`config.mk`:
```
export PLATFORM = sky130hd
export DESIGN_NAME = calc2_port_driver
export DESIGN_NICKNAME = d
export VERILOG_FILES = /design/src/rtl/calc2_port_driver.sv
export SDC_FILE = /design/constraint.sdc
export NUM_CORES = 1
export LEC_CHECK = 0
export ABC_AREA = 1
export CAP_MARGIN = 10
export CORE_MARGIN = 2
export CORE_UTILIZATION = 50
export DETAILED_ROUTE_END_ITERATION = 8
export DONT_BUFFER_PORTS = 1
export PLACE_DENSITY = 0.74
export SYNTH_ARGS = -nofsm -noshare
export SYNTH_HDL_FRONTEND = slang
export SYNTH_SLANG_ARGS = --single-unit
```
`constraint.sdc`:
```
create_clock -name c_clk -period 1.5 [get_ports c_clk]
set_input_delay 0.3 -clock c_clk [delete_from_list [all_inputs] [get_ports c_clk]]
set_output_delay 0.3 -clock c_clk [all_outputs]
set_load 0.005 [all_outputs]
```
`src/rtl/calc2_port_driver.sv`:
```
// Purpose: plays one (cmd, op1, op2, tag) operation onto a calc2 request port, then returns the matching response.
// Latency: accept edge to rsp_valid is 3 + N cycles (N = WAIT cycles to the match, TIMEOUT_CYCLES on timeout).
// Backpressure: txn_ready is high only in IDLE; one transaction in flight, txn_valid ignored while busy.
module calc2_port_driver #(
    parameter int TIMEOUT_CYCLES = 10,
    parameter int CNT_W          = 4
) (
    input  logic        c_clk,
    input  logic        reset,
    input  logic        txn_valid,
    output logic        txn_ready,
    input  logic [3:0]  txn_cmd,
    input  logic [31:0] txn_op1,
    input  logic [31:0] txn_op2,
    input  logic [1:0]  txn_tag,
    output logic [3:0]  req_cmd_out,
    output logic [31:0] req_data_out,
    output logic [1:0]  req_tag_out,
    input  logic [1:0]  resp_in,
    input  logic [31:0] resp_data_in,
    input  logic [1:0]  resp_tag_in,
    output logic        rsp_valid,
    output logic [1:0]  rsp_resp,
    output logic [31:0] rsp_data,
    output logic [1:0]  rsp_tag,
    output logic        rsp_timeout
);

    typedef enum logic [2:0] {
        S_IDLE,
        S_CMD,
        S_DATA,
        S_WAIT,
        S_DONE
    } state_t;

    localparam logic [CNT_W:0] TO_LIM = (CNT_W + 1)'(TIMEOUT_CYCLES);

    state_t           state;
    state_t           state_nxt;
    logic [CNT_W-1:0] cnt;
    logic [CNT_W:0]   cnt_inc;
    logic [31:0]      op2_q;
    logic [1:0]       tag_q;
    logic             match;
    logic             expire;

    always_comb begin
        cnt_inc   = {1'b0, cnt} + 1'b1;
        match     = (resp_in != 2'd0) && (resp_tag_in == tag_q);
        expire    = (cnt_inc == TO_LIM);
        state_nxt = state;
        case (state)
            S_IDLE:  if (txn_valid) state_nxt = S_CMD;
            S_CMD:   state_nxt = S_DATA;
            S_DATA:  state_nxt = S_WAIT;
            S_WAIT:  if (match || expire) state_nxt = S_DONE;
            S_DONE:  state_nxt = S_IDLE;
            default: state_nxt = S_IDLE;
        endcase
    end

    always_ff @(posedge c_clk or negedge reset) begin
        if (!reset) begin
            state <= S_IDLE;
        end else begin
            state <= state_nxt;
        end
    end

    always_ff @(posedge c_clk or negedge reset) begin
        if (!reset) begin
            cnt          <= '0;
            op2_q        <= '0;
            tag_q        <= '0;
            txn_ready    <= 1'b1;
            req_cmd_out  <= '0;
            req_data_out <= '0;
            req_tag_out  <= '0;
            rsp_valid    <= 1'b0;
            rsp_resp     <= '0;
            rsp_data     <= '0;
            rsp_tag      <= '0;
            rsp_timeout  <= 1'b0;
        end else begin
            txn_ready <= (state_nxt == S_IDLE);
            // rsp_* are loaded on the WAIT exit edge, so they are already stable when the pulse rises
            rsp_valid <= (state == S_DONE);
            case (state)
                S_IDLE: begin
                    if (txn_valid) begin
                        op2_q        <= txn_op2;
                        tag_q        <= txn_tag;
                        req_cmd_out  <= txn_cmd;
                        req_data_out <= txn_op1;
                        req_tag_out  <= txn_tag;
                    end
                end
                S_CMD: begin
                    req_cmd_out  <= '0;
                    req_data_out <= op2_q;
                end
                S_DATA: begin
                    req_cmd_out  <= '0;
                    req_data_out <= '0;
                    req_tag_out  <= '0;
                    cnt          <= '0;
                end
                S_WAIT: begin
                    // a match on the expiring cycle takes priority over the timeout
                    if (match) begin
                        rsp_resp    <= resp_in;
                        rsp_data    <= resp_data_in;
                        rsp_tag     <= tag_q;
                        rsp_timeout <= 1'b0;
                    end else if (expire) begin
                        rsp_resp    <= '0;
                        rsp_data    <= '0;
                        rsp_tag     <= tag_q;
                        rsp_timeout <= 1'b1;
                        cnt         <= cnt_inc[CNT_W-1:0];
                    end else begin
                        cnt <= cnt_inc[CNT_W-1:0];
                    end
                end
                default: ;
            endcase
        end
    end

endmodule

```
# After elaboration in Yosys (flattened, before gate mapping)
# Index checks and enable logic that the tools add are counted.
[totals]
reg_bits = 118
in_bits = 109
out_inout_bits = 77
elab_cells = 58
[classes]
add_sub_neg = 1
eq_ne = 8
n_mux = 19
reduce_logical = 17
[op_table]
columns = ["op", "count"]
rows = [
  ["2-to-1 mux 32 bit", 3],
  ["case mux 32 bit (3 select lines)", 1],
  ["case mux 4 bit (2 select lines)", 2],
  ["case mux 3 bit (4 select lines)", 1],
  ["AND reduction 2 bit", 6],
  ["2-to-1 mux 2 bit", 5],
  ["nonzero test 2 bit", 5],
  ["2-to-1 mux 4 bit", 2],
  ["equality test 3 x 2 -> 1 bit, second input constant", 2],
  ["zero test 3 bit", 2],
  ["2-to-1 mux 3 bit", 2],
  ["adder 4 x 1 -> 5 bit, second input constant", 1],
  ["equality test 5 x 4 -> 1 bit, second input constant", 1],
  ["inequality test 2 bit, second input constant", 2],
  ["case mux 2 bit (2 select lines)", 1],
  ["equality test 3 x 1 -> 1 bit, second input constant", 1],
  ["equality test 3 bit, second input constant", 1],
  ["nonzero test 3 bit", 1],
  ["equality test 2 bit", 1],
  ["2-to-1 mux 1 bit", 2],
  ["OR reduction 2 bit", 1],
  ["logical AND 1 bit", 1],
  ["logical OR 1 bit", 1],
]

# Logic depth before layout (Yosys ltp)
[logic_depth]
ltp_word = 6
mapped_depth = 10
depth_no_buf = 9

# Worst setup path before layout
# Ideal clock, no wire load.
[synth_path]
path_type = "flip-flop to flip-flop"
startpoint = "register cnt[0]"
endpoint = "register rsp_data[0]"
setup_time_ns = 0.117
t_arrival_ns = 1.385
t_required_ns = 1.383
path_slack_ns = -0.002
stages_incl_launch_ff = 10
path_buffers = 2
period_less_slack_ns = 1.502
cell_sequence = "dfrtp_1 -> ha_1 -> nand2_1 -> nand2_1 -> nor2_1 -> nand3_1 -> buf_2 -> buf_2 -> nand3_1 -> nand2_1"
[synth_between]
elab_chain_len = 4
[synth_lines]
columns = ["element", "line_no", "text"]
rows = [
  ["start, declared", "41", "logic [CNT_W-1:0] cnt;"],
  ["start signal, assigned", "121", "cnt <= cnt_inc[CNT_W-1:0];"],
  ["start signal, assigned", "123", "cnt <= cnt_inc[CNT_W-1:0];"],
  ["adder 4 x 1 -> 5 bit", "49", "cnt_inc = {1'b0, cnt} + 1'b1;"],
  ["equality test 5 x 4 -> 1 bit", "51", "expire = (cnt_inc == TO_LIM);"],
  ["nonzero test 2 bit (no line)", "n/a", ""],
  ["AND reduction 2 bit (no line)", "n/a", ""],
  ["end signal, assigned", "113", "rsp_data <= resp_data_in;"],
  ["end, declared", "24", "output logic [31:0] rsp_data,"],
]
# No other way between the ends.
# A chain may end at the register's enable or synchronous reset.

# Final worst setup path
[layout_path]
startpoint = "register cnt[1]"
endpoint = "register rsp_data[15]"
# Same word-level chain as after synthesis.

==> flow_metrics.env <==
export IMPL_status="finished, violations left"
export IMPL_violations="hold timing, setup timing"
export IMPL_synth_area_leaders="dfrtp_1, nand2_1, nand3_1"
export IMPL_clk_pin_slew_worst_paths_ns=0.06
export IMPL_reg2reg_to="rsp_data[15]$_DFFE_PN0P_"
export IMPL_internal_power_mw=9.619
export IMPL_vdd_drop_max_uv=1072
export IMPL_timing_rr_start="cnt[1]$_DFFE_PN0P_"
export IMPL_cts_tree="built"
export IMPL_clock_fmax_ghz=0.6121
export IMPL_grt_antenna_before_repair=0
export IMPL_wirelength_mm=15.14
export IMPL_first_global_vias=4446
export IMPL_slew_violations=0
export IMPL_switching_share_pct=36.87
export IMPL_yosys_warnings=0
export IMPL_area_growth_pct=36.99
export IMPL_powerDensity_mw_per_mm2=2186
export IMPL_n_antenna_cell=0
export IMPL_clockBufferDepth=2
export IMPL_seq_power_share_pct=37.6
export IMPL_worstRegToRegCells=9
export IMPL_clkPwrFrac_pct=28.4
export IMPL_hpwl_mm=7.743
export IMPL_dieArea_sq_mm=0.01100
export IMPL_hold_viol=118
export IMPL_synthDominantCellAreaShare_pct=57.55
export IMPL_root_buffer="clkbuf_8"
export IMPL_ios=186
export IMPL_cp_start_kind="register"
export IMPL_critPathCapture="rsp_data[15]$_DFFE_PN0P_"
export IMPL_reg2reg_slack_ns=-0.13
export IMPL_vias_per_cell=5.567
export IMPL_cts_sinks=118
export IMPL_coreArea_sq_mm=0.009819
export IMPL_setup_viol=37
export IMPL_rsz0062_at_grt="yes"
export IMPL_chipWidth_um=104.9
export IMPL_clock_latency_ns=0.52
export IMPL_min_period_over_period_pct=108.9
export IMPL_initial_utilization_pct=51.81
export IMPL_place_ws_ns=0.01750
export IMPL_firstDrtPassIters=5
export IMPL_crit_required_ns=1.90
export IMPL_hold_path_class="input port to asynchronous set/reset pin"
export IMPL_drv_cap=0
export IMPL_track_usage_pct=24.81
export IMPL_crit_fanout=9
export IMPL_combPwrFrac_pct=34.0
export IMPL_syn_inst=604
export IMPL_ys_ff_latch=118
export IMPL_syn_cell_area_sq_mm=0.005087
export IMPL_finalClockSkew_ns=0.008290
export IMPL_critPathKind="register to register"
export IMPL_io_buffers=0
export IMPL_switching_power_mw=5.617
export IMPL_yosysUniqueCellTypes=22
export IMPL_rows=36
export IMPL_drive_above_1_share_pct=14.02
export IMPL_worstPathArrival_ns=2.03
export IMPL_htreeDepth=4
export IMPL_cts_hold_buf=73
export IMPL_die_y_um=104.9
export IMPL_avgRoutedWirePerCell_um=18.20
export IMPL_yosysTopAreaCell="dfrtp_1"
export IMPL_syn_nets=715
export IMPL_cts_buffers=17
export IMPL_grt_ovfl_total=0
export IMPL_min_period_ns=1.634
export IMPL_drt_iter0_markers=421
export IMPL_slew_headroom_pct=80.12
export IMPL_fin_nets=797
export IMPL_setup_ws_ns=-0.1338
export IMPL_total_power_mw=15.24
export IMPL_num_vias=4632
export IMPL_whs_ns=-0.5238
export IMPL_grt_start_max_net_pins=119
export IMPL_worst_pin_slew_ns=0.2982
export IMPL_power_leakage_nw=3.484
export IMPL_ys_seq_area_share_pct=58.07
export IMPL_grt_first_pass_wirelength_mm=21.58
export IMPL_crit_path_start="cnt[1]$_DFFE_PN0P_"
export IMPL_place_congestion=0.8415
export IMPL_route_antenna_remaining_nets=0
export IMPL_critPathCaptureType="register"
export IMPL_syn_avg_cell_area_sq_um=8.423
export IMPL_drcViolationCount=0
## state kept, by name (all words and copies together) (netlist names)
name and cells:
rsp_valid 1, rsp_resp 2, tag_q 2, req_data_out 32, cnt 4, state 3
rsp_data 32, req_cmd_out 4, req_tag_out 2, rsp_tag 2, rsp_timeout 1, op2_q 32
txn_ready 1
## critical path: stages, from the launching register on
cell	delay [ns]
dfrtp_1	0.39
ha_2	0.24
inv_2	0.05
nand2_2	0.05
nand2_2	0.08
nor2_4	0.15
nand3_4	0.19
buf_6	0.22
nand3_1	0.08
nand2_1	0.07
## final cells by class
class                      count  area [sq um]
clock buffer                  23         456.7
clock inverter                 9         172.7
fill                         709          2850
inverter                      46         175.2
multi-input combinational    405          1936
sequential                   118          2955
tap                          133         166.4
timing repair buffer          98          1107
## per-layer routing
| layer | track usage (%) | vias up | share of wire (%) |
|---|---|---|---|
| met1 | 28.19 | 2247 | 37 |
| met2 | 43.78 | 250 | 52 |
| met4 | 11.05 | 0 | 3.6 |
| met5 | 0 | - | 0 |
| met3 | 6.425 | 55 | 7.2 |
| li1 | - | 2080 | - |
## cells in the final DEF (no fill, tap or decap), types with 2 or more instances in the layout
master	n
dfrtp_1	116
buf_12	8
nand2_2	7
bufinv_16	5
buf_6	5
nand2_1	230
dlygate4sd3_1	73
nand3b_1	2
nand3_2	22
nor2_1	3
ha_2	2
nor2_4	2
nand3_4	2
clkinv_2	3
inv_1	39
buf_4	8
clkbuf_16	20
clkbuf_1	4
inv_2	6
nand3_1	64
a21oi_1	2
o21ai_0	65
clkbuf_8	3
## cell usage after synthesis, drive strengths merged
| cell type | instances |
|---|---|
| buf | 24 |
| o21ai | 65 |
| a21oi | 2 |
| dfrtp | 117 |
| nand3b | 2 |
| o31ai | 1 |
| inv | 46 |
| nor3 | 1 |
| ha | 2 |
| nand3 | 88 |
| dfstp | 1 |
| nand4 | 1 |
| nand2 | 237 |
| nor2 | 6 |
| clkbuf | 11 |
## metrics by stage
stage	TNS (ns)	instance area [sq um]	util [%]	std cells	hold WS, ns
after floorplan	0	5090	-	604	0.004409
after global placement	0	5296	53.94	718	0.006736
after detailed placement	0	5296	53.94	718	0.006645
after CTS	0	6656	67.79	823	-0.5364
after global routing	-6.422	6969	70.97	832	-0.5461
final	-3.541	6969	70.97	832	-0.5238
## cells by family (layout without fill, tap and decap cells)
logic type / Yosys count / in the layout / synth area share, %
AO/OA/AOI/OAI: 68 / 68 / 6.739
adder cells (fa/ha/maj): 2 / 2 / 0.4918
buffers and inverters: 81 / 176 / 7.083
flip-flops: 118 / 118 / 58.07
AND/OR/NAND/NOR: 335 / 335 / 27.62
## what timing repair did
action                                 4_1_cts  5_1_grt
endpoints found under the hold margin      193      118
buffers inserted                             0        2
setup endpoints to repair                    0       94
resized for setup                            0       39
## worst min-delay path by stage
stage,from,endpoint,slack [ns]
CTS,reset,op2_q[7]$_DFFE_PN0P_,-0.54
global route,reset,op2_q[7]$_DFFE_PN0P_,-0.55
global placement,reset,op2_q[7]$_DFFE_PN0P_,0.007
detailed placement,reset,op2_q[7]$_DFFE_PN0P_,0.007
finish,reset,op2_q[7]$_DFFE_PN0P_,-0.52
floorplan,reset,cnt[0]$_DFFE_PN0P_,0.004
## power groups by stage
| stage | logic, mW | clock network [mW] | registers, mW |
|---|---|---|---|
| after floorplan | 3.45 | 0 | 5.36 |
| after global placement | 4.37 | 0 | 5.62 |
| after detailed placement | 4.59 | 0 | 5.64 |
| after CTS | 4.77 | 4.36 | 5.62 |
| after global routing | 5.86 | 4.53 | 5.84 |
| final | 5.18 | 4.33 | 5.73 |
(Power assumes the default switching activity.)
